<file path="src/rtl/bcd_auto_counter_display.sv">
// Multi-digit BCD up/down counter stepped by an internal tick divider,
// with synchronous load, wrap modulus and per-digit 7-segment drive.
module bcd_auto_counter_display #(
  parameter int DIV       = 50_000_000,
  parameter int DIGITS    = 2,
  parameter int MAX_COUNT = 59,
  parameter int BLANK_LZ  = 0
) (
  input  logic                  clk,
  input  logic                  rst,
  input  logic                  en,
  input  logic                  up,
  input  logic                  load,
  input  logic [4*DIGITS-1:0]   load_val,
  output logic [4*DIGITS-1:0]   bcd_o,
  output logic [7*DIGITS-1:0]   seg_o,
  output logic                  tick_o,
  output logic                  wrap_o,
  output logic                  load_err
);

  localparam int BW = 4 * DIGITS;
  localparam int DW = (DIV > 2) ? $clog2(DIV) : 1;

  function automatic logic [BW-1:0] to_bcd(input int v);
    logic [BW-1:0] r;
    int            t;
    r = '0;
    t = v;
    for (int i = 0; i < DIGITS; i++) begin
      r[4*i+:4] = 4'(t % 10);
      t = t / 10;
    end
    return r;
  endfunction

  function automatic logic [6:0] dec7(input logic [3:0] d);
    case (d)
      4'd0:    return 7'b0000001;
      4'd1:    return 7'b1001111;
      4'd2:    return 7'b0010010;
      4'd3:    return 7'b0000110;
      4'd4:    return 7'b1001100;
      4'd5:    return 7'b0100100;
      4'd6:    return 7'b0100000;
      4'd7:    return 7'b0001111;
      4'd8:    return 7'b0000000;
      4'd9:    return 7'b0000100;
      default: return 7'b1111111;
    endcase
  endfunction

  localparam logic [BW-1:0] MAX_BCD  = to_bcd(MAX_COUNT);
  localparam logic [DW-1:0] DIV_LAST = DW'(DIV - 1);

  logic [DW-1:0] r_div;
  logic [BW-1:0] r_cnt;
  logic          r_tick;
  logic          r_wrap;
  logic          r_err;

  logic [BW-1:0] w_inc;
  logic [BW-1:0] w_dec;
  logic          w_ld_ok;
  logic [7*DIGITS-1:0] w_seg;

  // Per-digit ripple carry (inc) and borrow (dec)
  always_comb begin
    logic       c;
    logic       b;
    logic [3:0] d;
    w_inc   = '0;
    w_dec   = '0;
    w_ld_ok = (load_val <= MAX_BCD);
    c = 1'b1;
    b = 1'b1;
    for (int i = 0; i < DIGITS; i++) begin
      d = r_cnt[4*i+:4];
      if (c && d == 4'd9) begin
        w_inc[4*i+:4] = 4'd0;
      end else begin
        w_inc[4*i+:4] = d + {3'd0, c};
        c = 1'b0;
      end
      if (b && d == 4'd0) begin
        w_dec[4*i+:4] = 4'd9;
      end else begin
        w_dec[4*i+:4] = d - {3'd0, b};
        b = 1'b0;
      end
      if (load_val[4*i+:4] > 4'd9) w_ld_ok = 1'b0;
    end
  end

  always_ff @(posedge clk) begin
    if (rst) begin
      r_div  <= '0;
      r_cnt  <= '0;
      r_tick <= 1'b0;
      r_wrap <= 1'b0;
      r_err  <= 1'b0;
    end else begin
      r_wrap <= 1'b0;
      r_err  <= 1'b0;
      if (load && w_ld_ok) begin
        r_cnt  <= load_val;
        r_div  <= '0;
        r_tick <= 1'b0;
      end else begin
        if (load) r_err <= 1'b1;
        if (en) begin
          r_div  <= (r_div == DIV_LAST) ? '0 : r_div + 1'b1;
          r_tick <= (r_div == DIV_LAST);
        end else begin
          r_tick <= 1'b0;
        end
        if (r_tick) begin
          if (up) begin
            if (r_cnt == MAX_BCD) begin
              r_cnt  <= '0;
              r_wrap <= 1'b1;
            end else begin
              r_cnt <= w_inc;
            end
          end else begin
            if (r_cnt == '0) begin
              r_cnt  <= MAX_BCD;
              r_wrap <= 1'b1;
            end else begin
              r_cnt <= w_dec;
            end
          end
        end
      end
    end
  end

  // Leading-zero blanking scans from the most significant digit down
  always_comb begin
    logic       hi_nz;
    logic [3:0] d;
    w_seg = '1;
    hi_nz = 1'b0;
    for (int i = DIGITS - 1; i >= 0; i--) begin
      d     = r_cnt[4*i+:4];
      hi_nz = hi_nz | (d != 4'd0);
      if (BLANK_LZ != 0 && i > 0 && !hi_nz)
        w_seg[7*i+:7] = 7'h7F;
      else
        w_seg[7*i+:7] = dec7(d);
    end
  end

  assign bcd_o    = r_cnt;
  assign seg_o    = w_seg;
  assign tick_o   = r_tick;
  assign wrap_o   = r_wrap;
  assign load_err = r_err;

endmodule
</file>
<file path="config.mk">
export PLATFORM = sky130hd
export DESIGN_NAME = bcd_auto_counter_display
export DESIGN_NICKNAME = d
export VERILOG_FILES = /design/src/rtl/bcd_auto_counter_display.sv
export SDC_FILE = /design/constraint.sdc
export NUM_CORES = 1
export LEC_CHECK = 0
export CAP_MARGIN = 20
export CORE_MARGIN = 2
export CORE_UTILIZATION = 50
export CTS_CLUSTER_SIZE = 24
export DETAILED_ROUTE_END_ITERATION = 8
export PLACE_DENSITY = 0.7
export SETUP_SLACK_MARGIN = 0.02
export SYNTH_ARGS = -nofsm -noshare
export SYNTH_HDL_FRONTEND = slang
export SYNTH_SLANG_ARGS = --single-unit
</file>
<file path="constraint.sdc">
create_clock -name clk -period 8.54 [get_ports clk]
set_clock_uncertainty 0.1 [all_clocks]
set_input_delay 2.562 -clock clk [delete_from_list [all_inputs] [get_ports clk]]
set_output_delay 2.562 -clock clk [all_outputs]
set_load 0.02 [all_outputs]
</file>
# Word level (Yosys, flattened, before mapping)
# Memory sizes are Yosys's and may differ from the RTL's. A register that Yosys moved wholly into a read port is not among the register bits.
# Index checks and enable logic that the tools add are counted.
dict set report op_classes {
  bitwise 2
  order_cmp 3
  n_addsub 5
  n_reduce_logical 10
  mux 22
  eq_ne 4
}
# op n
set ops {}
lappend ops {{$mux 8} 5}
lappend ops {{$mux 4} 8}
lappend ops {{$add 26x1->26 const B} 1}
lappend ops {{$eq 26x26->1 const B} 1}
lappend ops {{$mux 26} 1}
lappend ops {{$eq 4x4->1 const B} 2}
lappend ops {{$eq 8x7->1 const B} 1}
lappend ops {{$gt 4x4->1 const B} 2}
lappend ops {{$le 8x7->1 const B} 1}
lappend ops {{$logic_not 4->1} 2}
lappend ops {{$logic_not 8->1} 1}
lappend ops {{$mux 1} 8}
lappend ops {{$reduce_or 3->1} 2}
lappend ops {{$add 4x1->4} 1}
lappend ops {{$add 4x1->4 const B} 1}
lappend ops {{$sub 4x1->4} 1}
lappend ops {{$sub 4x1->4 const B} 1}
lappend ops {{$logic_and 1x1->1} 3}
lappend ops {{$not 1->1} 2}
lappend ops {{$reduce_bool 2->1} 1}
lappend ops {{$reduce_or 2->1} 1}
dict set report word_totals {
  regBits 37
  n_memories 2
  romBits 224
  output_inout_bits 25
  input_bits 13
}
# name depth word_bits rd rd_clocked_by_memory_dff wr line
set mem_list {}
lappend mem_list {{(no name shown)} 16 7 1 1 0 38} ;# case (d)
lappend mem_list {{(no name shown)} 16 7 1 1 0 38}

# Logic depth before layout (Yosys ltp)
# Gate-level depths: netlist of run 1.
dict set report depth {
  ltp_word 10
  mapped_depth 13
  ltp_nobuf 13
}

# Worst setup path before layout of run 1
# Ideal clock, no wire load.
dict set report synth_timing {
  path_type {input to register}
  startpoint {input port up}
  endpoint {register seg_o[8] (netlist name)}
  required_ps 8369
  setup_time_ps 71
  arrival_ps 4414
  cell_stages 10
  path_buffers 2
  slack_ps 3956
  path_cell_list {buf_2 buf_2 nor4bb_1 a22oi_1 nand3_1 o22ai_1 inv_1 ha_1 mux2_1 a21oi_1}
}
dict set report synth_between {
  elab_chain_cells 5
}
# item line
set synth_rtl {}
lappend synth_rtl {{start: declaration} 12} ;# input logic up,
lappend synth_rtl {{$mux 8} 118} ;# if (up) begin
lappend synth_rtl {{$mux 8} 117} ;# if (r_tick) begin
lappend synth_rtl {{$mux 8} 105} ;# if (load && w_ld_ok) begin
lappend synth_rtl {{$mux 4 (no line) (2 in series)} n/a}
# No other way between the ends. The select of a mux whose other input is x is not followed.
# A chain may end at the register's enable or synchronous reset.

# Worst setup path after layout of run 1
dict set report layout_timing {
  startpoint {input port up}
  endpoint {register seg_o[8] (netlist name)}
}
dict set report layout_between {
  elab_chain_cells 5
}
# item line
set layout_rtl {}
lappend layout_rtl {{$mux 8} 118}
lappend layout_rtl {{$mux 8} 117}
lappend layout_rtl {{$mux 8} 105}
lappend layout_rtl {{$mux 4 (no line) (2 in series)} n/a}
# No other way between the ends. The select of a mux whose other input is x is not followed.

==> flow_summary.yaml, run 1 <==
sta:
  tightestPinTransition_ns: 0.7670
  maxSlewViolCount: 0
  period_needed_ns: 5.093
  min_period_over_period: 0.5963
  max_slew_margin: 0.4874
  layout_setup_ws_ns: 3.447
  setup_tns_ns: 0
  max_freq_ghz: 0.1964
  grt_setup_unrepaired: "false"
  final_hold_viol_count: 0
  setup_viol: 0
cts:
  cts.path.max_buffers: 2
  cts_tree: "yes"
  clkSinkCount: 51
  htreeDepth: 2
  clk_pin_slew_ns: 0.09
  cts_setup_buffers: 0
  clock-root-buffer: "clkbuf_8"
  holdBufCountCts: 0
  clk_latency_ns: 0.30
  cts_made_buffers: 5
  ctsResizeCount: 0
route:
  viasPerCell: 5.364
  postRouteAntennaNets: 0
  wl_per_cell_um: 13.34
  routed_wl_um: 5791
  drt_iter0_drc: 67
  vias: 2328
  drt_pass1_iterations: 5
  drcViolationCount: 0
critical_path:
  crit_fanout: 18
  crit_path_end_kind: "flip-flop"
  required_ns: 8.67
  critPathBufInv: 2
  cp_slowest_cell: "clkdlybuf4s50_1"
  start_kind: "primary input"
  arrival_ns: 5.23
  path_delay_family: "buffers and inverters"
  regToRegSetupSlack_ns: 5.06
  critPathMaxStageDelay_ns: 0.83
  crit_type: "primary input to flip-flop"
  cp_cell_sequence: "clkdlybuf4s50_1 > nor4b_1 > a22oi_1 > nand3_1 > o22ai_1 > inv_1 > ha_1 > mux2_1 > a21oi_1"
floorplanning:
  die_w_um: 79.78
  dieArea_um2: 6365
  rows: 27
  initial_core_util: 0.5183
  core_um2: 5540
  io_pins: 38
  fp.dieH_um: 79.78
synthesis:
  synthArstFlopShare: 0
  yosysWarnings: 0
  syn_inst: 332
  synth_top_area_frac: 0.3556
  synth_ff_type: "dfxtp_1"
  synthTopCellsByArea: "dfxtp_1, ha_1, mux2i_1"
  syn_area_per_cell_um2: 8.649
  synth.cell_area_um2: 2872
  yosys.area.top_type: "dfxtp_1"
  synth-edff-count: 0
  synth_fp_nets: 365
  ys_types: 58
  yosysSeqAreaShare: 0.3556
  synth_seq_cells: 51
power_and_ir_drop:
  p_switching_w: 0.0001243
  clkPwrFrac: 0.344
  seqPwrFrac: 0.509
  vdd_drop_max_uv: 91.43
  p_leak_nw: 1.364
  pwr-share-comb: 0.147
  p_int_w: 0.0003660
  cellPowerDensity_nw_per_um2: 145.7
  netSwitchingFraction: 0.2534
cells_and_area:
  ff_latch_area_um2: 1021
  fin_nets: 394
  fin_area_um2: 3364
  drive_above_1_share: 0.05249
  nFillCells: 536
  multi_input_area_um2: 1659
  area_growth_pct: 17.17
  antenna_cells: 0
global_route:
  overflow: 0
  grt_antenna_before_repair: 0
  grt_pass1_wl_um: 9956
  grt_pass1_vias: 2284
  grt_util_all_layers: 0.1963
  grt_start_max_net_pins: 24
hold_path:
  hold_path_class: "flip-flop to flip-flop"
place:
  portBuffers: 37
  dpl-instance-area_um2: 3249
  pre_cts_slack_ns: 3.168
  dp_hpwl_um: 4375
  place.gp.congestion: 0.8692
job:
  cap_violations: 0
run_status:
  outcome: "finished, final reports clean"
cell families after synthesis:
kind of cell / after synthesis / share of synthesized area
mux: 20 / 0.07146
simple gates: 121 / 0.2135
buf+inv: 44 / 0.06666
xor+xnor: 28 / 0.08540
compound gates: 48 / 0.1203
fa+ha+maj: 20 / 0.08715
flops: 51 / 0.3556
state kept, by name, summed over array words and instances (netlist names):
register and cells:
load_err 1, wrap_o 1, seg_o 14, r_div 26, bcd_o 8, tick_o 1
synth_stat cells (all sizes together) (9+ instances only):
cell type and n:
nand4 9, o21ai 9, ha 20, nor2 41, mux2i 16, xnor2 14
inv 28, buf 11, nand2 23, dfxtp 51, a21oi 9, xor2 14
nand3 16
per-layer routing:
layer | track usage | wire (um) | share of wire
met1 | 0.2502 | 2763 | 0.48
met2 | 0.3353 | 2768 | 0.48
met3 | 0.03394 | 159 | 0.027
met4 | 0.06610 | 99 | 0.017
met5 | 0 | 0 | 0
layout by cell type, fill, tap and decap left out, types with 3 or more instances in the layout:
cell type	Yosys	layout
dfxtp_1	51	51
nor2_1	41	41
clkdlybuf4s50_1	0	37
inv_1	28	28
nand2_1	23	23
ha_1	20	20
nand3_1	16	16
mux2i_1	16	16
xor2_1	14	14
xnor2_1	14	14
nand4_1	9	9
a21oi_1	9	9
o21ai_0	8	8
a31oi_1	5	5
clkbuf_8	0	5
and2_1	4	4
nor3_1	4	4
nor4_1	3	3
o22ai_1	3	3
and3_1	3	3
o221ai_1	3	3
final timing paths:
| path | start | to | cells past startpoint |
|---|---|---|---|
| worst min register to register | r_div[1] | r_div[1] | 2 |
| worst max-delay path | up | seg_o[8] | 9 |
| worst min-delay path | r_div[1] | r_div[1] | 2 |
| worst max register to register | bcd_o[0] | seg_o[8] | 12 |
power groups by stage:
stage	logic (W)	registers, W	clock network, W
5_1_grt	0.0000790	0.000251	0.000183
2_1_floorplan	0.0000396	0.000262	0
3_5_place_dp	0.0000717	0.000256	0
4_1_cts	0.0000720	0.000250	0.000174
6_report	0.0000720	0.000250	0.000169
3_3_place_gp	0.0000709	0.000255	0
metrics by stage:
step | hold WS (ns) | util | power (W) | cells
global placement | 0.3822 | 0.5865 | 0.0003263 | 426
detailed placement | 0.3939 | 0.5865 | 0.0003272 | 426
CTS | 0.4084 | 0.6073 | 0.0004961 | 434
global route | 0.4530 | 0.6073 | 0.0005129 | 434
floorplan | 0.3672 | - | 0.0003015 | 332
finish | 0.4053 | 0.6073 | 0.0004903 | 434
cell type report:
| cell class | instances | share of cell area |
|---|---|---|
| multi-input combinational | 237 | 0.4931 |
| sequential | 51 | 0.3035 |
| timing repair buffer | 37 | 0.1101 |
| inverter | 29 | 0.03235 |
| tap | 72 | 0.02678 |
| clock buffer | 5 | 0.02045 |
| clock inverter | 3 | 0.01376 |
worst min-delay path: cells and delay by family (launching register included):
kind	cells	cell delay (ns)
simple gates	1	0.07
compound gates	1	0.06
flops	1	0.33
(Power assumes the default switching activity.)
==> inputs of run 2 (changes only) <==
==> constraint.sdc (replaced) <==
create_clock -name clk -period 5 [get_ports clk]
set_clock_uncertainty 0.1 [all_clocks]
set_input_delay 1.5 -clock clk [delete_from_list [all_inputs] [get_ports clk]]
set_output_delay 1.5 -clock clk [all_outputs]
set_load 0.02 [all_outputs]
==> flow_summary.yaml, run 2 (same netlist as run 1, synthesis figures left out) <==
route:
  drt_pass1_iterations: 4
  drt_iter0_drc: 80
  vias: 2326
  routed_wl_um: 5900
  drcViolationCount: 0
  viasPerCell: 5.359
  postRouteAntennaNets: 0
  wl_per_cell_um: 13.59
cts:
  cts_tree: "yes"
  clock-root-buffer: "clkbuf_8"
  cts.path.max_buffers: 2
  htreeDepth: 2
  holdBufCountCts: 0
  clk_latency_ns: 0.30
  ctsResizeCount: 0
  cts_setup_buffers: 0
  clk_pin_slew_ns: 0.10
  clkSinkCount: 51
  cts_made_buffers: 5
power_and_ir_drop:
  clkPwrFrac: 0.317
  netSwitchingFraction: 0.2693
  p_switching_w: 0.0002167
  pwr-share-comb: 0.152
  vdd_drop_max_uv: 173.7
  finalPower_w: 0.0008047
  p_leak_nw: 1.358
  cellPowerDensity_nw_per_um2: 240.6
  p_int_w: 0.0005880
  seqPwrFrac: 0.530
critical_path:
  crit_path_end_kind: "flip-flop"
  crit_type: "primary input to flip-flop"
  arrival_ns: 4.16
  required_ns: 5.14
  crit_fanout: 18
  start_kind: "primary input"
global_route:
  grt_pass1_wl_um: 10130
  overflow: 0
  grt_util_all_layers: 0.2001
  grt_start_max_net_pins: 24
  grt_antenna_before_repair: 0
  grt_pass1_vias: 2241
place:
  portBuffers: 37
  dpl-instance-area_um2: 3249
  pre_cts_slack_ns: 0.7065
  dp_hpwl_um: 4288
  place.gp.congestion: 0.8692
cells_and_area:
  fin_area_um2: 3344
  largest_reg_flops: 26
  layout_commonest_cell: "dfxtp_1"
  largest-register: "r_div"
  fin_nets: 394
  drive_above_1_share: 0.04972
  area_growth_pct: 16.47
  final_cell_mix: "dfxtp_1, nor2_1, clkdlybuf4s50_1"
  antenna_cells: 0
floorplanning:
  fp.dieH_um: 79.78
  die_w_um: 79.78
  rows: 27
  dieArea_um2: 6365
  core_um2: 5540
  initial_core_util: 0.5183
  io_pins: 38
run_status:
  outcome: "finished, final reports clean"
sta:
  max_freq_ghz: 0.2490
  setup_tns_ns: 0
  final_hold_viol_count: 0
  period_needed_ns: 4.016
  tightestPinTransition_ns: 0.7737
  grt_setup_unrepaired: "false"
  setup_viol: 0
  max_slew_margin: 0.4830
  layout_setup_ws_ns: 0.9843
  min_period_over_period: 0.8031
  holdWs_ns: 0.4047
  maxSlewViolCount: 0
job:
  cap_violations: 0
hold_path:
  hold_path_class: "flip-flop to flip-flop"
## run 2: cell types whose count changed in the layout (fill, tap and decap cells not counted), sizes merged
cell,previous run,this run
clkbuf,5,7
clkinv,1,2
inv,29,28
bufinv,1,0
clkinvlp,1,0
## run 2: cell type report
class | instances | area [um^2]
Sequential cell | 51 | 1021
Clock inverter | 1 | 8.758
Inverter | 29 | 108.9
Clock buffer | 7 | 86.33
Timing Repair Buffer | 37 | 370.4
Multi-Input combinational cell | 237 | 1659
Fill cell | 515 | 2196
Tap cell | 72 | 90.09
## run 2: worst paths after layout
| path | to | depth (start not counted) | slack (ns) | startpoint |
|---|---|---|---|---|
| setup / recovery | seg_o[8] | 9 | 0.98 | up |
| hold / removal | r_div[1] | 2 | 0.40 | r_div[1] |
| setup reg to reg | seg_o[8] | 12 | 1.54 | bcd_o[0] |
| hold reg to reg | r_div[1] | 2 | 0.40 | r_div[1] |
## run 2: worst max-delay path: stages
cell,delay [ns]
clkdlybuf4s50_1,0.83
nor4b_1,0.14
a22oi_1,0.27
nand3_1,0.15
o22ai_1,0.47
inv_1,0.16
ha_1,0.23
mux2_1,0.28
a21oi_1,0.13
## run 2: metal layers
layer / global-route usage / part of all wire / wire length (um)
met5: 0 / 0 / 0
met4: 0.06610 / 0.012 / 70
met3: 0.03846 / 0.026 / 151
met2: 0.3294 / 0.47 / 2749
met1: 0.2636 / 0.50 / 2929
## run 2: metrics by stage
| stage | util | std cells |
|---|---|---|
| 4_1_cts | 0.6037 | 434 |
| 5_1_grt | 0.6037 | 434 |
| 3_3_place_gp | 0.5865 | 426 |
| 3_5_place_dp | 0.5865 | 426 |
| 2_1_floorplan | - | 332 |
| 6_report | 0.6037 | 434 |
## run 2: power by group through the flow
| stage | Clock, W | Combinational (W) | Sequential (W) |
|---|---|---|---|
| 3_3_place_gp | 0 | 0.000121 | 0.000436 |
| 2_1_floorplan | 0 | 0.0000677 | 0.000447 |
| 3_5_place_dp | 0 | 0.000122 | 0.000436 |
| 5_1_grt | 0.000275 | 0.000135 | 0.000428 |
| 6_report | 0.000255 | 0.000123 | 0.000427 |
| 4_1_cts | 0.000261 | 0.000123 | 0.000427 |
